==> src/rtl/cache_axi_bridge.sv <==
// cache_axi_bridge: turns the write-back cache's refill-read and victim-write
// requests into AXI master traffic. One read burst and one buffered write may
// be in flight at the same time; a read to the buffered line waits for its B.
module cache_axi_bridge #(
    parameter int ID_W  = 4,
    parameter int RD_ID = 0,
    parameter int WR_ID = 1
) (
    input  logic            clk,
    input  logic            reset,
    // cache read side
    input  logic            rd_req,
    input  logic [2:0]      rd_type,
    input  logic [31:0]     rd_addr,
    output logic            rd_rdy,
    output logic            ret_valid,
    output logic            ret_last,
    output logic [31:0]     ret_data,
    // cache write side
    input  logic            wr_req,
    input  logic [2:0]      wr_type,
    input  logic [31:0]     wr_addr,
    input  logic [3:0]      wr_wstrb,
    input  logic [127:0]    wr_data,
    output logic            wr_rdy,
    // AXI read address
    output logic [ID_W-1:0] arid,
    output logic [31:0]     araddr,
    output logic [7:0]      arlen,
    output logic [2:0]      arsize,
    output logic [1:0]      arburst,
    output logic            arvalid,
    input  logic            arready,
    // AXI read data
    input  logic [ID_W-1:0] rid,
    input  logic [31:0]     rdata,
    input  logic [1:0]      rresp,
    input  logic            rlast,
    input  logic            rvalid,
    output logic            rready,
    // AXI write address
    output logic [ID_W-1:0] awid,
    output logic [31:0]     awaddr,
    output logic [7:0]      awlen,
    output logic [2:0]      awsize,
    output logic [1:0]      awburst,
    output logic            awvalid,
    input  logic            awready,
    // AXI write data
    output logic [31:0]     wdata,
    output logic [3:0]      wstrb,
    output logic            wlast,
    output logic            wvalid,
    input  logic            wready,
    // AXI write response
    input  logic [ID_W-1:0] bid,
    input  logic [1:0]      bresp,
    input  logic            bvalid,
    output logic            bready
);

    typedef enum logic [1:0] {R_IDLE, R_AR, R_DATA} r_state_e;
    typedef enum logic [1:0] {W_IDLE, W_SEND, W_RESP} w_state_e;

    r_state_e       r_state_q, r_state_d;
    logic [31:0]    ar_addr_q, ar_addr_d;
    logic [7:0]     ar_len_q, ar_len_d;
    logic [2:0]     ar_size_q, ar_size_d;

    w_state_e       w_state_q, w_state_d;
    logic [31:0]    wbuf_addr_q, wbuf_addr_d;
    logic [2:0]     wbuf_type_q, wbuf_type_d;
    logic [3:0]     wbuf_strb_q, wbuf_strb_d;
    logic [127:0]   wbuf_data_q, wbuf_data_d;
    logic [1:0]     beat_q, beat_d;
    logic           aw_done_q, aw_done_d;
    logic           w_done_q, w_done_d;

    logic           hazard;
    logic           rd_line;
    logic           wbuf_line;
    logic           beat_is_last;
    logic           aw_hs;
    logic           w_hs;
    logic           w_last_hs;

    // Response IDs and status codes carry nothing the cache needs.
    logic           unused_resp_fields;
    assign unused_resp_fields = ^{rid, rresp, bid, bresp};

    assign rd_line      = (rd_type == 3'b100);
    assign wbuf_line    = (wbuf_type_q == 3'b100);
    assign hazard       = (w_state_q != W_IDLE) && (rd_addr[31:4] == wbuf_addr_q[31:4]);
    assign rd_rdy       = (r_state_q == R_IDLE) && !hazard && !reset;

    assign arid         = ID_W'(RD_ID);
    assign araddr       = ar_addr_q;
    assign arlen        = ar_len_q;
    assign arsize       = ar_size_q;
    assign arburst      = 2'b01;
    assign ret_data     = rdata;

    assign awid         = ID_W'(WR_ID);
    assign awaddr       = wbuf_addr_q;
    assign awlen        = wbuf_line ? 8'd3 : 8'd0;
    assign awsize       = wbuf_line ? 3'd2 : {1'b0, wbuf_type_q[1:0]};
    assign awburst      = 2'b01;
    assign wdata        = wbuf_data_q[{beat_q, 5'b00000} +: 32];
    assign wstrb        = wbuf_line ? 4'hf : wbuf_strb_q;
    assign beat_is_last = ({6'b000000, beat_q} == awlen);
    assign wlast        = (w_state_q == W_SEND) && beat_is_last;

    // Read channel: accept a request, issue AR, forward R beats straight to the cache.
    always_comb begin
        r_state_d = r_state_q;
        ar_addr_d = ar_addr_q;
        ar_len_d  = ar_len_q;
        ar_size_d = ar_size_q;
        arvalid   = 1'b0;
        rready    = 1'b0;
        ret_valid = 1'b0;
        ret_last  = 1'b0;
        case (r_state_q)
            R_IDLE: begin
                if (rd_req && rd_rdy) begin
                    ar_addr_d = rd_addr;
                    ar_len_d  = rd_line ? 8'd3 : 8'd0;
                    ar_size_d = rd_line ? 3'd2 : {1'b0, rd_type[1:0]};
                    r_state_d = R_AR;
                end
            end
            R_AR: begin
                arvalid = 1'b1;
                if (arready) r_state_d = R_DATA;
            end
            R_DATA: begin
                rready    = 1'b1;
                ret_valid = rvalid;
                ret_last  = rvalid && rlast;
                if (rvalid && rlast) r_state_d = R_IDLE;
            end
            default: r_state_d = R_IDLE;
        endcase
    end

    // Read channel state and latched AR fields.
    always_ff @(posedge clk or posedge reset) begin
        if (reset) begin
            r_state_q <= R_IDLE;
            ar_addr_q <= '0;
            ar_len_q  <= '0;
            ar_size_q <= '0;
        end else begin
            r_state_q <= r_state_d;
            ar_addr_q <= ar_addr_d;
            ar_len_q  <= ar_len_d;
            ar_size_q <= ar_size_d;
        end
    end

    // Write channel: buffer one victim, run AW and W independently, then wait for B.
    always_comb begin
        w_state_d   = w_state_q;
        wbuf_addr_d = wbuf_addr_q;
        wbuf_type_d = wbuf_type_q;
        wbuf_strb_d = wbuf_strb_q;
        wbuf_data_d = wbuf_data_q;
        beat_d      = beat_q;
        aw_done_d   = aw_done_q;
        w_done_d    = w_done_q;
        wr_rdy      = 1'b0;
        awvalid     = 1'b0;
        wvalid      = 1'b0;
        bready      = 1'b0;
        aw_hs       = 1'b0;
        w_hs        = 1'b0;
        w_last_hs   = 1'b0;
        case (w_state_q)
            W_IDLE: begin
                wr_rdy = !reset;
                if (wr_req) begin
                    wbuf_addr_d = wr_addr;
                    wbuf_type_d = wr_type;
                    wbuf_strb_d = wr_wstrb;
                    wbuf_data_d = wr_data;
                    beat_d      = 2'd0;
                    aw_done_d   = 1'b0;
                    w_done_d    = 1'b0;
                    w_state_d   = W_SEND;
                end
            end
            W_SEND: begin
                awvalid   = !aw_done_q;
                wvalid    = !w_done_q;
                aw_hs     = awvalid && awready;
                w_hs      = wvalid && wready;
                w_last_hs = w_hs && beat_is_last;
                if (w_hs) beat_d = beat_q + 2'd1;
                if (aw_hs) aw_done_d = 1'b1;
                if (w_last_hs) w_done_d = 1'b1;
                if ((aw_done_q || aw_hs) && (w_done_q || w_last_hs)) w_state_d = W_RESP;
            end
            W_RESP: begin
                bready = 1'b1;
                if (bvalid) w_state_d = W_IDLE;
            end
            default: w_state_d = W_IDLE;
        endcase
    end

    // Write channel state, write buffer and per-channel progress flags.
    always_ff @(posedge clk or posedge reset) begin
        if (reset) begin
            w_state_q   <= W_IDLE;
            wbuf_addr_q <= '0;
            wbuf_type_q <= '0;
            wbuf_strb_q <= '0;
            wbuf_data_q <= '0;
            beat_q      <= '0;
            aw_done_q   <= 1'b0;
            w_done_q    <= 1'b0;
        end else begin
            w_state_q   <= w_state_d;
            wbuf_addr_q <= wbuf_addr_d;
            wbuf_type_q <= wbuf_type_d;
            wbuf_strb_q <= wbuf_strb_d;
            wbuf_data_q <= wbuf_data_d;
            beat_q      <= beat_d;
            aw_done_q   <= aw_done_d;
            w_done_q    <= w_done_d;
        end
    end

endmodule

==> config.mk <==
export PLATFORM = sky130hd
export DESIGN_NAME = cache_axi_bridge
export DESIGN_NICKNAME = d
export VERILOG_FILES = /design/src/rtl/cache_axi_bridge.sv
export SDC_FILE = /design/constraint.sdc
export NUM_CORES = 1
export LEC_CHECK = 0
export BUFFER_PORTS_ARGS = -buffer_cell sky130_fd_sc_hd__buf_2
export CAP_MARGIN = 10
export CORE_AREA = 2 2 167 169
export DETAILED_ROUTE_END_ITERATION = 8
export DIE_AREA = 0 0 169 171
export PLACE_DENSITY = 0.71
export SETUP_SLACK_MARGIN = 0.05
export SYNTH_ARGS = -nofsm -noshare
export SYNTH_HDL_FRONTEND = slang
export SYNTH_SLANG_ARGS = --single-unit
==> constraint.sdc <==
create_clock -name clk -period 9.1 [get_ports clk]
set_input_delay 0 -clock clk [delete_from_list [all_inputs] [get_ports clk]]
set_output_delay 0 -clock clk [all_outputs]
set_load 0.02 [all_outputs]
# After elaboration in Yosys (flattened, before gate mapping)
# Index checks and enable logic that the tools add are counted.
[totals]
ff_bits = 218
inputBits = 256
word_cells = 87
[op_classes]
n_addsub = 1
n_eq_ne = 17
n_shift = 1
n_mux = 29
n_reduce_logical = 27
[ops]
columns = ["operator", "count"]
rows = [
  ["128-bit by 8-bit variable part select with 32-bit output", 1],
  ["28-bit equality test", 1],
  ["2-bit 2-to-1 mux", 12],
  ["3-bit AND reduction", 5],
  ["2-bit case mux with 3 select lines", 2],
  ["1-bit 2-to-1 mux", 11],
  ["1-bit logical AND", 10],
  ["2-bit by 1-bit inequality test with 1-bit output (second input constant)", 5],
  ["2-bit inequality test (second input constant)", 4],
  ["3-bit equality test (second input constant)", 2],
  ["2-bit by 1-bit equality test with 1-bit output (second input constant)", 2],
  ["2-bit equality test (second input constant)", 2],
  ["1-bit logical NOT", 4],
  ["2-bit logical NOT", 2],
  ["4-bit 2-to-1 mux", 1],
  ["1-bit case mux with 2 select lines", 2],
  ["2-bit case mux with 2 select lines", 1],
  ["2-bit AND reduction", 2],
  ["2-bit nonzero test", 2],
  ["2-bit by 1-bit adder with 2-bit output (second input constant)", 1],
  ["2-bit equality test", 1],
  ["1-bit logical OR", 2],
]

# Logic depth before layout (Yosys ltp)
[logic_depth]
word_depth = 8
depth_mapped = 7
ltp_nobuf = 5

# Least setup slack after synthesis
# Ideal clock, no wire load.
[synth_path]
path_kind = "register to register"
start = "register wbuf_addr_q[27] (netlist: awaddr[27])"
end = "register ar_addr_q[10] (netlist: araddr[10])"
t_arrival_ns = 1.970
t_required_ns = 8.975
slack_ns = 7.005
path_stages_with_launch = 7
synth_period_minus_slack_ns = 2.095
cell_sequence = "dfrtp_1 xor2_1 nor4_1 nand4_1 o211ai_4 buf_8 mux2_4"
[synth_via]
elab_chain_cells = 7
[synth_rtl]
columns = ["item", "line_no", "rtl"]
rows = [
  ["from (decl)", "71", "logic [31:0] wbuf_addr_q, wbuf_addr_d;"],
  ["from (signal assigned)", "224", "wbuf_addr_q <= wbuf_addr_d;"],
  ["28-bit equality test", "93", "assign hazard = (w_state_q != W_IDLE) && (rd_addr[31:4] == wbuf_addr_q[31:4]);"],
  ["1-bit logical AND", "93", ""],
  ["1-bit logical NOT", "94", "assign rd_rdy = (r_state_q == R_IDLE) && !hazard && !reset;"],
  ["1-bit logical AND (2 in series)", "94", ""],
  ["1-bit logical AND", "125", "if (rd_req && rd_rdy) begin"],
  ["2-bit AND reduction (no source line)", "--", ""],
  ["to (signal assigned)", "155", "ar_addr_q <= ar_addr_d;"],
  ["to (decl)", "66", "logic [31:0] ar_addr_q, ar_addr_d;"],
]
# Every way passes these cells.
# A chain may end at the register's enable or synchronous reset.

# Worst setup path in the final report
[layout_path]
start = "register w_state_q[0]"
end = "register wbuf_data_q[10]"
[layout_via]
elab_chain_cells = 2
[layout_rtl]
columns = ["item", "line_no", "rtl"]
rows = [
  ["from (decl)", "70", "w_state_e w_state_q, w_state_d;"],
  ["from (signal assigned)", "223", "w_state_q <= w_state_d;"],
  ["2-bit logical NOT", "178", "case (w_state_q)"],
  ["2-bit AND reduction (no source line)", "--", ""],
  ["to (signal assigned)", "227", "wbuf_data_q <= wbuf_data_d;"],
  ["to (decl)", "74", "logic [127:0] wbuf_data_q, wbuf_data_d;"],
]
# Every way passes these cells.

==> impl_metrics.toml <==
[outcome]
status = "complete, no violations"

[global_routing]
use_met2 = 0.3712
grt_pass1_wl_mm = 49.00
grt.total_usage = 0.2146
grt_pass1_vias = 9247
use_met3 = 0.05367
grtUsageMet1 = 0.2519
grt.busiest_layer = "met2"
grt-ovfl-total = 0
grt_max_degree = 144
antenna_found_initial = 3

[clocking]
cts-hold-fix-buffers = 238
clkSlewWorstSetupHoldPaths_ps = 60
clockRootBuffer = "clkbuf_16"
post_cts_resized = 0
cts-htree-levels = 1
cts_tree = "built"
cts.path.max_buffers = 3
cts_sinks = 210
cts_buffers = 23
post_cts_buffers = 0
clk_latency_ps = 520

[logic_synthesis]
yosys.cell_types.count = 35
yosys_warnings = 0
syn_area_sq_um = 9666
syn_avg_cell_area_sq_um = 9.863
ys.flop_type = "dfrtp_1"
syn_inst = 980
yosysSeqAreaShare = 0.5437
ys_seq_elements = 210
synth_edf_count = 0
async_reset_ff_frac = 1.000

[floorplan]
die-area_sq_um = 28900
die_h_um = 171
rows = 61
initial_utilization = 0.3537
die_x_um = 169
boundaryPins = 432
fp.coreArea_sq_um = 27320

[power_and_ir_drop]
p_leak_nw = 7.648
powerDensity_nw_per_um2 = 330.0
ir_drop_mv = 0.1718

[placed_design]
gp_congestion = 0.8003
portBuffers = 329
dp_hpwl_mm = 18.29
post-place-ws_ps = 6095

[routing]
first_pass_iters = 5
vias_per_cell = 4.777
routed_wl_mm = 31.30
wl_per_cell_um = 16.85
drtAntennaViolNets = 0
vias = 8876
drt_iter0_markers = 613
post-route-drc-count = 0

[sta]
worstMarginPinSlew_ps = 1122
hold_viol = 0
clock_skew_ps = 20.02
worst_slack_ps = 5533
fin_crit_ps = 3567
setup_viol = 0
fin_crit_sh = 0.3920
grt_setup_unrepaired = "false"
slew_violations = 0
finalSetupTns_ps = 0
timing.fmax_ghz = 0.2804
relSlewSlack = 0.2518

[worst_hold_path]
worstHoldPathType = "in -> out"
hp-start = "rdata[2]"

[critical_path]
startpoint = "w_state_q[0]"
crit_arrival_ps = 4010
crit_required_ps = 9550
rr_startpoint = "w_state_q[0]"
worstSetupEndpointType = "flop"
critPathMaxFanout = 89
path_class = "reg -> reg"
cp-start-kind = "flop"

[layout]
layout.nets = 1748
drive_gt1_frac = 0.2982
final_common_cell = "nand2_1"
nFillCells = 2261
syn_to_final_growth_pct = 48.88
most-common-layout-cells = "nand2_1, buf_2, dlygate4sd3_1, dfrtp_1, mux4_2"

[flow_run]
drv_cap = 0
[flip-flops by register name, summed over array words and instances, names as in the netlist]
signal,flops
aw_done_q,1
beat_q,2
arlen,1
arsize,2
w_state_q,2
wbuf_type_q,3
wbuf_data_q,128
awaddr,32
r_state_q,2
w_done_q,1
araddr,32
wbuf_strb_q,4
[power breakdown]
part	internal [mW]	switching, mW
Sequential	1.38	0.319
Combinational	0.892	1.20
Clock	0.579	0.382
Total	2.85	1.90
[cell type report]
class	count	area, sq um	share of cell area
antenna	3	7.507	0.0005217
inverter	4	22.52	0.001565
timing repair buffer	574	4081	0.2836
sequential	210	5258	0.3654
clock buffer	35	690.7	0.04800
clock inverter	7	88.84	0.006173
multi-input combinational	679	3809	0.2647
tap	346	432.9	0.03008
[critical path: stages, from the launching register on]
cell,delay [ps]
dfrtp_1,450
nor2_1,460
and2_4,840
buf_4,810
nand2_1,150
nand2_1,80
dlygate4sd3_1,540
[per-stage QoR]
step / hold slack, ps / utilization / std cells / instance area, sq um / power, mW
after floorplan: 79.55 / - / 1004 / 9756 / 2.971
after CTS: 0.1367 / 0.5264 / 1855 / 14380 / 4.715
after global placement: 0.1367 / 0.4107 / 1575 / 11220 / 3.522
after global routing: 0.03220 / 0.5265 / 1856 / 14390 / 5.060
final: 0.007778 / 0.5267 / 1858 / 14390 / 4.748
after detailed placement: 0.1367 / 0.4107 / 1575 / 11220 / 3.571
[metal layers]
layer	vias to the layer above	wire length, um
li1	4052	-
met1	4235	11980
met2	472	15310
met3	117	2565
met4	0	1447
met5	-	0
[synth_stat cells, types with 2 or more instances]
master / count / area share
a21oi_1: 2 / 0.0010
a22o_1: 2 / 0.0018
and2_1: 2 / 0.0013
buf_1: 5 / 0.0019
buf_2: 6 / 0.0031
buf_4: 61 / 0.047
buf_8: 3 / 0.0047
clkbuf_1: 36 / 0.014
conb_1: 2 / 0.00078
dfrtp_1: 210 / 0.54
inv_1: 4 / 0.0016
mux2_2: 6 / 0.0070
mux2_4: 29 / 0.045
mux4_2: 32 / 0.075
nand2_1: 504 / 0.20
nand2b_1: 6 / 0.0039
nand3_1: 3 / 0.0016
nand4_1: 2 / 0.0013
nor2_1: 7 / 0.0027
nor2b_1: 2 / 0.0013
nor3_1: 3 / 0.0016
nor4_1: 6 / 0.0039
o21ai_0: 5 / 0.0026
or2_2: 4 / 0.0026
xor2_1: 28 / 0.025
[worst paths after layout]
kind | cells past startpoint | end | slack (ps)
worst min register to register | 2 | wbuf_data_q[1] | 470
max in group asynchronous | 4 | beat_q[1] | 7350
worst max register to register | 6 | wbuf_data_q[10] | 5530
worst max-delay path | 6 | wbuf_data_q[10] | 5530
worst min-delay path | 0 | ret_data[2] | 0.008
min in group asynchronous | 3 | awaddr[31] | 270
[logic make-up after synthesis]
kind of cell	after synthesis	share of synthesized area
DFF	210	0.5437
and+or+nand+nor	542	0.2179
xor gates and xnor gates	28	0.02537
buffers and inverters	115	0.07262
AOI/OAI and AO/OA	15	0.01204
other	2	0.0007770
muxes	68	0.1276
No activity file was read; power rests on OpenSTA's default activity.
